## src/rtl/ic_mem_resp_pkg.sv

```systemverilog
// ic_mem_resp_pkg: shared line-fill types (address, xid, line data, request struct) and the xid count
package ic_mem_resp_pkg;
  typedef logic [26:4] ic_mem_addr_t;
  typedef logic [1:0] ic_xid_t;
  typedef logic [127:0] ic_line_data_t;
  typedef struct packed {
    ic_mem_addr_t addr;
    ic_xid_t xid;
  } ic_mem_req_t;
  localparam int IC_XID_COUNT = 4;
endpackage

```

## src/rtl/ic_mem_resp_if.sv

```systemverilog
// ic_mem_resp_if: icache request/response and back-end read signals; master = icache+back-end model, slave = responder
interface ic_mem_resp_if;
  import ic_mem_resp_pkg::*;
  ic_mem_addr_t ic_mem_addr;
  ic_xid_t ic_mem_xid;
  logic ic_mem_re;
  logic mem_ic_ready;
  logic mem_ic_valid;
  ic_xid_t mem_ic_xid;
  ic_line_data_t mem_ic_data;
  logic be_req;
  ic_mem_addr_t be_addr;
  logic be_gnt;
  logic be_rvalid;
  ic_line_data_t be_rdata;
  modport master (
    output ic_mem_addr, ic_mem_xid, ic_mem_re, be_gnt, be_rvalid, be_rdata,
    input mem_ic_ready, mem_ic_valid, mem_ic_xid, mem_ic_data, be_req, be_addr
  );
  modport slave (
    input ic_mem_addr, ic_mem_xid, ic_mem_re, be_gnt, be_rvalid, be_rdata,
    output mem_ic_ready, mem_ic_valid, mem_ic_xid, mem_ic_data, be_req, be_addr
  );
endinterface

```

## src/rtl/ic_mem_resp_sync_fifo.sv

```systemverilog
// ic_sync_fifo: WIDTH x DEPTH synchronous FIFO (clk, rst_p, push/wdata, pop/rdata, full, empty); pop+push while full is legal
module ic_sync_fifo #(
  parameter int WIDTH = 8,
  parameter int DEPTH = 2
) (
  input  logic             clk,
  input  logic             rst_p,
  input  logic             push,
  input  logic [WIDTH-1:0] wdata,
  input  logic             pop,
  output logic [WIDTH-1:0] rdata,
  output logic             full,
  output logic             empty
);
  localparam int AW = DEPTH > 1 ? $clog2(DEPTH) : 1;
  localparam int CW = $clog2(DEPTH + 1);
  logic [WIDTH-1:0] mem [DEPTH];
  logic [AW-1:0] wr_ptr, rd_ptr;
  logic [CW-1:0] cnt;
  logic do_push, do_pop;
  function automatic logic [AW-1:0] nxt(input logic [AW-1:0] p);
    return (p == AW'(DEPTH - 1)) ? '0 : p + AW'(1);
  endfunction
  assign full = cnt == CW'(DEPTH);
  assign empty = cnt == '0;
  assign do_pop = pop && !empty;
  assign do_push = push && (!full || do_pop);
  assign rdata = mem[rd_ptr];
  always_ff @(posedge clk)
    if (do_push) mem[wr_ptr] <= wdata;
  always_ff @(posedge clk) begin
    if (rst_p) begin
      wr_ptr <= '0;
      rd_ptr <= '0;
      cnt <= '0;
    end else begin
      if (do_push) wr_ptr <= nxt(wr_ptr);
      if (do_pop) rd_ptr <= nxt(rd_ptr);
      cnt <= cnt + CW'(do_push) - CW'(do_pop);
    end
  end
endmodule

```

## src/rtl/ic_mem_resp.sv

```systemverilog
// ic_mem_resp: in-order icache line-fill responder (clk, rst_p, bus slave: icache req/resp + back-end read port, xid_err sticky); IC_MEM_RESP_XID_CHECK_EN adds duplicate-xid detection
module ic_mem_resp
  import ic_mem_resp_pkg::*;
#(
  parameter int REQ_DEPTH = 2,
  parameter int MAX_OUT = 4
) (
  input  logic         clk,
  input  logic         rst_p,
  ic_mem_resp_if.slave bus,
  output logic         xid_err
);
  ic_mem_req_t req_in, req_head;
  ic_xid_t tag_head;
  logic [2:0] outstanding;
  logic accept, issue, tag_pop, req_full, req_empty, tag_full, tag_empty, dup;
  assign req_in = '{addr: bus.ic_mem_addr, xid: bus.ic_mem_xid};
  assign bus.mem_ic_ready = !req_full && (outstanding < 3'(MAX_OUT));
  assign accept = bus.ic_mem_re && bus.mem_ic_ready;
  assign bus.be_req = !req_empty && !tag_full;
  assign bus.be_addr = req_head.addr;
  assign issue = bus.be_req && bus.be_gnt;
  assign tag_pop = bus.be_rvalid && !tag_empty;
  ic_sync_fifo #(.WIDTH($bits(ic_mem_req_t)), .DEPTH(REQ_DEPTH)) u_req_fifo (
    .clk(clk), .rst_p(rst_p), .push(accept), .wdata(req_in), .pop(issue),
    .rdata(req_head), .full(req_full), .empty(req_empty)
  );
  ic_sync_fifo #(.WIDTH($bits(ic_xid_t)), .DEPTH(MAX_OUT)) u_tag_fifo (
    .clk(clk), .rst_p(rst_p), .push(issue), .wdata(req_head.xid), .pop(tag_pop),
    .rdata(tag_head), .full(tag_full), .empty(tag_empty)
  );
`ifdef IC_MEM_RESP_XID_CHECK_EN
  logic [IC_XID_COUNT-1:0] inflight, set_v, clr_v;
  always_comb begin
    set_v = accept ? IC_XID_COUNT'(1) << bus.ic_mem_xid : '0;
    clr_v = bus.mem_ic_valid ? IC_XID_COUNT'(1) << bus.mem_ic_xid : '0;
    dup = accept && inflight[bus.ic_mem_xid] && !clr_v[bus.ic_mem_xid];
  end
  always_ff @(posedge clk)
    if (rst_p) inflight <= '0;
    else inflight <= (inflight & ~clr_v) | set_v;
`else
  assign dup = 1'b0;
`endif
  always_ff @(posedge clk) begin
    if (rst_p) begin
      bus.mem_ic_valid <= 1'b0;
      bus.mem_ic_xid <= '0;
      bus.mem_ic_data <= '0;
      xid_err <= 1'b0;
      outstanding <= '0;
    end else begin
      bus.mem_ic_valid <= tag_pop;
      if (tag_pop) begin
        bus.mem_ic_xid <= tag_head;
        bus.mem_ic_data <= bus.be_rdata;
      end
      if ((bus.be_rvalid && tag_empty) || dup) xid_err <= 1'b1;
      outstanding <= outstanding + 3'(accept) - 3'(bus.mem_ic_valid);
    end
  end
endmodule

```

## src/flat_wrapper.sv

```systemverilog
// flat-port wrapper written by rule: the top's interface ports become plain ports
module ic_mem_resp_flat import ic_mem_resp_pkg::*;
#(
  parameter int REQ_DEPTH = 2,
  parameter int MAX_OUT = 4
)
  (clk, rst_p, xid_err, bus_ic_mem_addr, bus_ic_mem_xid, bus_ic_mem_re, bus_be_gnt, bus_be_rvalid, bus_be_rdata, bus_mem_ic_ready, bus_mem_ic_valid, bus_mem_ic_xid, bus_mem_ic_data, bus_be_req, bus_be_addr);
  ic_mem_resp_if bus_i ();
  input  logic clk;
  input  logic rst_p;
  output logic xid_err;
  input wire logic [$bits(bus_i.ic_mem_addr)-1:0] bus_ic_mem_addr;
  input wire logic [$bits(bus_i.ic_mem_xid)-1:0] bus_ic_mem_xid;
  input wire logic [$bits(bus_i.ic_mem_re)-1:0] bus_ic_mem_re;
  input wire logic [$bits(bus_i.be_gnt)-1:0] bus_be_gnt;
  input wire logic [$bits(bus_i.be_rvalid)-1:0] bus_be_rvalid;
  input wire logic [$bits(bus_i.be_rdata)-1:0] bus_be_rdata;
  output wire logic [$bits(bus_i.mem_ic_ready)-1:0] bus_mem_ic_ready;
  output wire logic [$bits(bus_i.mem_ic_valid)-1:0] bus_mem_ic_valid;
  output wire logic [$bits(bus_i.mem_ic_xid)-1:0] bus_mem_ic_xid;
  output wire logic [$bits(bus_i.mem_ic_data)-1:0] bus_mem_ic_data;
  output wire logic [$bits(bus_i.be_req)-1:0] bus_be_req;
  output wire logic [$bits(bus_i.be_addr)-1:0] bus_be_addr;
  assign bus_i.ic_mem_addr = bus_ic_mem_addr;
  assign bus_i.ic_mem_xid = bus_ic_mem_xid;
  assign bus_i.ic_mem_re = bus_ic_mem_re;
  assign bus_i.be_gnt = bus_be_gnt;
  assign bus_i.be_rvalid = bus_be_rvalid;
  assign bus_i.be_rdata = bus_be_rdata;
  assign bus_mem_ic_ready = bus_i.mem_ic_ready;
  assign bus_mem_ic_valid = bus_i.mem_ic_valid;
  assign bus_mem_ic_xid = bus_i.mem_ic_xid;
  assign bus_mem_ic_data = bus_i.mem_ic_data;
  assign bus_be_req = bus_i.be_req;
  assign bus_be_addr = bus_i.be_addr;
  ic_mem_resp #(.REQ_DEPTH(REQ_DEPTH), .MAX_OUT(MAX_OUT)) u_core (.clk(clk), .rst_p(rst_p), .bus(bus_i), .xid_err(xid_err));
endmodule
```

## config.mk

```make
export PLATFORM = sky130hd
export DESIGN_NAME = ic_mem_resp_flat
export DESIGN_NICKNAME = d
export VERILOG_FILES = /design/src/rtl/ic_mem_resp_pkg.sv /design/src/rtl/ic_mem_resp_if.sv /design/src/rtl/ic_mem_resp_sync_fifo.sv /design/src/rtl/ic_mem_resp.sv /design/src/flat_wrapper.sv
export SDC_FILE = /design/constraint.sdc
export NUM_CORES = 1
export LEC_CHECK = 0
export ABC_AREA = 1
export BUFFER_PORTS_ARGS = -buffer_cell sky130_fd_sc_hd__buf_2
export CELL_PAD_IN_SITES_DETAIL_PLACEMENT = 0
export CELL_PAD_IN_SITES_GLOBAL_PLACEMENT = 1
export CORE_UTILIZATION = 36
export CTS_BUF_LIST = sky130_fd_sc_hd__clkbuf_4 sky130_fd_sc_hd__clkbuf_8
export DETAILED_ROUTE_END_ITERATION = 8
export GPL_TIMING_DRIVEN = 0
export PLACE_DENSITY_LB_ADDON = 0.08
export RECOVER_POWER = 25
export SYNTH_ARGS = -nofsm -noshare
export SYNTH_HDL_FRONTEND = slang
export SYNTH_SLANG_ARGS = --single-unit
```

## constraint.sdc

```tcl
create_clock -name clk -period 3.18 [get_ports clk]
set_clock_uncertainty 0.2 [all_clocks]
set_input_delay 0.477 -clock clk [delete_from_list [all_inputs] [get_ports clk]]
set_output_delay 0.477 -clock clk [all_outputs]
set_load 0.02 [all_outputs]
```

# Yosys cells after proc, flatten, opt, wreduce, memory -nomap -nowiden

Memories as Yosys holds them, arrays and structs flattened. A register that Yosys moved wholly into a read port is not among the register bits.
Cells that the tools add are included.
Widths: inputs -> output; s select.

Reductions and logical operators: 18
Multiply operators: 0
Divide/modulo/power cells: 0
Add/subtract/negate cells: 10
Shifts and indexed selects: 0
Eq/ne operators: 4
Order comparisons: 1
Muxes and demuxes: 10
Bitwise logic cells: 0

Operator list:

| operator            | number |
|---|---|
| $logic_and 1x1->1   | 10 |
| $mux 1              | 8 |
| $add 3x1->3         | 2 |
| $eq 2x2->1 const B  | 3 |
| $sub 3x1->3         | 2 |
| $add 2x1->2 const B | 2 |
| $logic_not 1->1     | 4 |
| $mux 2              | 2 |
| $eq 3x3->1 const B  | 1 |
| $logic_not 3->1     | 1 |
| $lt 3x3->1 const B  | 1 |
| $add 1x1->1 const B | 2 |
| $add 2x1->2         | 1 |
| $logic_not 2->1     | 1 |
| $logic_or 1x1->1    | 2 |
| $sub 2x1->2         | 1 |

Memory bits (read-only): 0
Register bits after elaboration: 144
Bits in latches: 0
Bits in writable memories: 58
Memories kept: 2
Word-level logic and storage cells: 55
Output and inout bits: 157
Input bits: 158

Memory list:

| name                  | depth | width | read ports | clocked after memory_dff | wr ports | line                        | source |
|---|---|---|---|---|---|---|---|
| u_core.u_req_fifo.mem | 2     | 25    | 1          | 1                        | 1        | ic_mem_resp_sync_fifo.sv:17 | `logic [WIDTH-1:0] mem [DEPTH];` |
| u_core.u_tag_fifo.mem | 4     | 2     | 1          | 1                        | 1        | ic_mem_resp_sync_fifo.sv:17 |  |

# Depth between registers and ports, before layout

Word-level depth: 9
Gate-level depth with buffers: 14
Mapped depth without buffers: 13

# Hierarchy

A second synthesis with hierarchy kept.

Cell total of the unflattened synthesis: 807
Area total of the unflattened synthesis: 7704.9 um^2

Modules (own cells, without submodules):

| module                            | area an instance (um^2) | cells an instance | seq. area each (um^2) | times used |
|---|---|---|---|---|
| ic_mem_resp                       | 4709.5                  | 597               | 2702.6                | 1 |
| ic_sync_fifo at u_core.u_req_fifo | 2174.6                  | 120               | 1601.5                | 1 |
| ic_sync_fifo at u_core.u_tag_fifo | 820.8                   | 90                | 420.4                 | 1 |

# Worst setup path after synthesis

OpenSTA, ideal clock, no wires.

Path type: in2reg
Start point: input port bus_ic_mem_re
End point: memory u_core.u_req_fifo.mem[0][0] (netlist bit), enable pin
Setup slack: 838 ps
Stages: 2
Arrival: 1735 ps
Data required time: 2573 ps
Library setup time: 407 ps
Buffers on the path: 0
Path through: nand3b_1 nor2_1

Cells in the longest elaborated chain, start to end: 4

Ends and longest elaborated chain:

| item                         | line                        | source |
|---|---|---|
| from (decl)                  | flat_wrapper.sv:14          | `input wire logic [$bits(bus_i.ic_mem_re)-1:0] bus_ic_mem_re;` |
| $logic_and 1x1->1            | ic_mem_resp.sv:19           | `assign accept = bus.ic_mem_re && bus.mem_ic_ready;` |
| $logic_and 1x1->1            | ic_mem_resp_sync_fifo.sv:27 | `assign do_push = push && (!full \|\| do_pop);` |
| $mux 1                       | ic_mem_resp_sync_fifo.sv:30 | `if (do_push) mem[wr_ptr] <= wdata;` |
| $mux 1 (not written as such) | ic_mem_resp_sync_fifo.sv:30 |  |
| to (decl)                    | ic_mem_resp_sync_fifo.sv:17 |  |

No other way between the ends.

==> out/qor.txt <==
Seq/Total Area, Yosys = 60.5%
area of the multi-input gates = 2430 sq um
Synth Area in Simple Gates = 16.4%
H-tree depth = 2
final core occ = 54.6%
Synth Flop Type = dfxtp_1
# setup viols final = 0
Post-Syn Area = 7740 sq um
crit path DAT = 2.11 ns
clock net sink count = 205
post-route design area = 11500 sq um
outcome = finished, final reports clean
Synth Register Bits = 205
GRT Total Usage = 19.4%
DRC violations left = 0
final-report max-slew violation count = 0
Post-Synth Adder-Cell Area = 2.29%
hold depth = 3
final-report hold violation count = 0
Reg clk slew, reported paths = 0.05 ns
CTS buffer count = 38
Leak = 5.35 nW
vias post-DR = 6940
Max Root-Sink Buffers = 3
Initial Util = 36.8%
f_max = 0.358 GHz
HP Class = in -> reg
cell depth of the worst flop-to-flop path = 14
Power, Total = 9.99 mW
Critical Path Most Common Cell = buf_2
DRT Pass-1 Iters = 4
non-filler cells, final = 1592
Fin Setup TNS = 0 ns
Max VDD drop = 0.000384 V
Synth Instances = 825
first-pass GRT wire length = 33800 um
CP max stage delay = 0.38 ns
Max-Cap Viols = 0
Area Growth Syn to Fin = 48.2%
Crit path depth = 5
crit path time final = 2.79 ns
Power Dens Cells = 871 nW/um^2
Critical Path End Type = output port
CP Cell Sequence = clkbuf_1 -> buf_2 -> mux2_2 -> buf_4 -> buf_2
core area = 21000 sq um
die footprint = 22100 sq um
CTS tree = built
Netlist cell types = 24
FFs w/ async S/R, synth = 0%
post-CTS setup buffer count = 0
CP Class = reg -> out
number of core rows = 53
port bufs = 314
compound-cell area share of the yosys netlist = 8.66%
FILL cells = 2051
DR iter-0 viols = 162
syn_nets = 996
leading area contributor after synthesis = dfxtp_1
Relative slew margins = 40.2%
average routed wire per standard cell = 13.7 um
worst path bufs/invs = 4
initial antenna violation count = 3
Synth top area share = 38.0%
CP top delay family = buffers and inverters
PostCTS Resize Cnt = 0
Placed Instances = 1416
register area = 4680 sq um
mux contribution to synthesized area = 3.64%
largest cells by area after synthesis = dfxtp_1 38%, edfxtp_1 22%, nor2_1 14%
critical path peak fanout = 10
CP max stage cell = mux2_2
syn avg cell area = 9.38 sq um
drt via density = 4.36
Critical Path RT = 2.50 ns
DRT antenna net count = 0
RSZ-0062 raised after global routing = no
main combinational cell family by area after synthesis = simple AND/OR/NAND/NOR gates
die span in x = 149 um
pin count of the biggest net entering global routing = 18
most common cell in the synthesized netlist = nor2_1
reg2reg end = u_core.u_tag_fifo.cnt[2]$_SDFF_PP0_
Post-Route WL = 21900 um
CTS Root Buffer Type = clkbuf_8
end of the critical path = bus_be_addr[14]
XOR/XNOR Fraction of Synth Area = 0.339%
layout cells sized above 1 = 32.9%
clk_lat worst skew = 0.52 ns
fin crit share = 87.8%
Worst setup SP type = register
Worst-Margin Slew = 0.897 ns
Die Ht = 149 um
synth cell count leaders = 289 x nor2_1, 147 x dfxtp_1, 129 x o21ai_0, 58 x edfxtp_1, 41 x inv_1
DP Area = 9690 sq um
NumNets Final = 1458
Post-synth EDFFs = 58
Reg2Reg Setup Slack = 0.50 ns
Post-CTS Hold Fix Bufs = 106
Reg-to-Reg Start = u_core.u_tag_fifo.cnt[1]$_SDFF_PP0_
total grt overflow = 0
Synth Warn # = 0
number of global-route vias before repair = 6764
Ports = 315
post-DP HPWL = 15500 um
gpl congestion = 0.740
==> cell families after synthesis <==
logic type | after synthesis
buffers and inverters | 114
AOI/OAI and AO/OA | 134
xor gates and xnor gates | 3
and+or+nand+nor | 331
adders and majority gates | 13
DFF | 205
muxes | 25
==> report_power, final <==
| group | internal (mW) | switching, mW | total [mW] |
|---|---|---|---|
| logic | 1.47 | 2.34 | 3.81 |
| clock network | 1.43 | 1.04 | 2.47 |
| registers | 3.41 | 0.303 | 3.71 |
| total | 6.31 | 3.68 | 9.99 |
==> through the flow <==
| stage | hold slack, ns | setup slack [ns] |
|---|---|---|
| finish | 0.0303 | 0.388 |
| global route | 0.0111 | 0.207 |
| CTS | 0.000454 | 0.482 |
| detailed placement | 0.241 | 0.518 |
| global placement | 0.238 | 0.0513 |
| floorplan | 0.302 | 0.838 |
==> layout by cell type (no fill, tap or decap), types with 3 or more instances in the layout <==
master,count
ha_1,11
diode_2,3
inv_1,42
mux2_2,23
a21oi_1,3
dlygate4sd3_1,106
clkbuf_4,13
o21ai_0,129
nand3_1,6
buf_2,303
dfxtp_1,147
edfxtp_1,58
buf_4,28
nor2_1,288
clkbuf_1,43
nand2_1,31
clkbuf_8,45
buf_6,10
clkinv_1,7
==> worst reg2reg max path: cells and delay by family (launching register included) <==
family	cells	cell delay [ns]
adder cells (fa/ha/maj)	3	0.78
AND/OR/NAND/NOR	6	0.63
buffers and inverters	4	0.44
flip-flops	1	0.36
XOR/XNOR	1	0.17
==> routing by layer <==
metal  track usage (%)  part of all wire (%)  vias up
met3              7.82                   9.8       26
met2              33.2                    48      248
met5                 0                     0        -
li1                  -                     -     3573
met1              22.0                    41     3093
met4              6.08                   1.6        0
==> worst min-delay path by stage <==
stage                                        start                                        to
4_1_cts                           bus_be_rdata[29]   u_core.bus.mem_ic_data[29]$_SDFFE_PP0P_
3_3_place_gp           u_core.xid_err$_SDFFE_PP0P_               u_core.xid_err$_SDFFE_PP0P_
2_1_floorplan  u_core.u_req_fifo.cnt[1]$_SDFF_PP0_       u_core.u_req_fifo.cnt[1]$_SDFF_PP0_
3_5_place_dp           u_core.xid_err$_SDFFE_PP0P_               u_core.xid_err$_SDFFE_PP0P_
5_1_grt                          bus_be_rdata[113]  u_core.bus.mem_ic_data[113]$_SDFFE_PP0P_
6_report                          bus_be_rdata[52]   u_core.bus.mem_ic_data[52]$_SDFFE_PP0P_
==> final cells by class <==
type / instances / area share (%)
Antenna cell: 3 / 0.0654
Buffer: 71 / 3.98
Clock buffer: 58 / 6.25
Clock inverter: 9 / 0.338
Inverter: 43 / 1.41
Multi-Input combinational cell: 506 / 21.1
Sequential cell: 205 / 40.8
Tap cell: 275 / 3.00
Timing Repair Buffer: 422 / 23.0
==> sequential cells by signal, indices dropped and copies added, names as in the netlist, named ones only <==
signal / cells
u_core.bus.mem_ic_data: 128
u_core.u_req_fifo.mem: 50
u_core.u_tag_fifo.mem: 8
u_core.outstanding: 3
u_core.u_tag_fifo.cnt: 3
u_core.bus.mem_ic_xid: 2
u_core.u_req_fifo.cnt: 2
u_core.u_tag_fifo.rd_ptr: 2
u_core.u_tag_fifo.wr_ptr: 2
u_core.bus.mem_ic_valid: 1
u_core.u_req_fifo.rd_ptr: 1
u_core.u_req_fifo.wr_ptr: 1
u_core.xid_err: 1
Power figures use the tool's default switching activity.
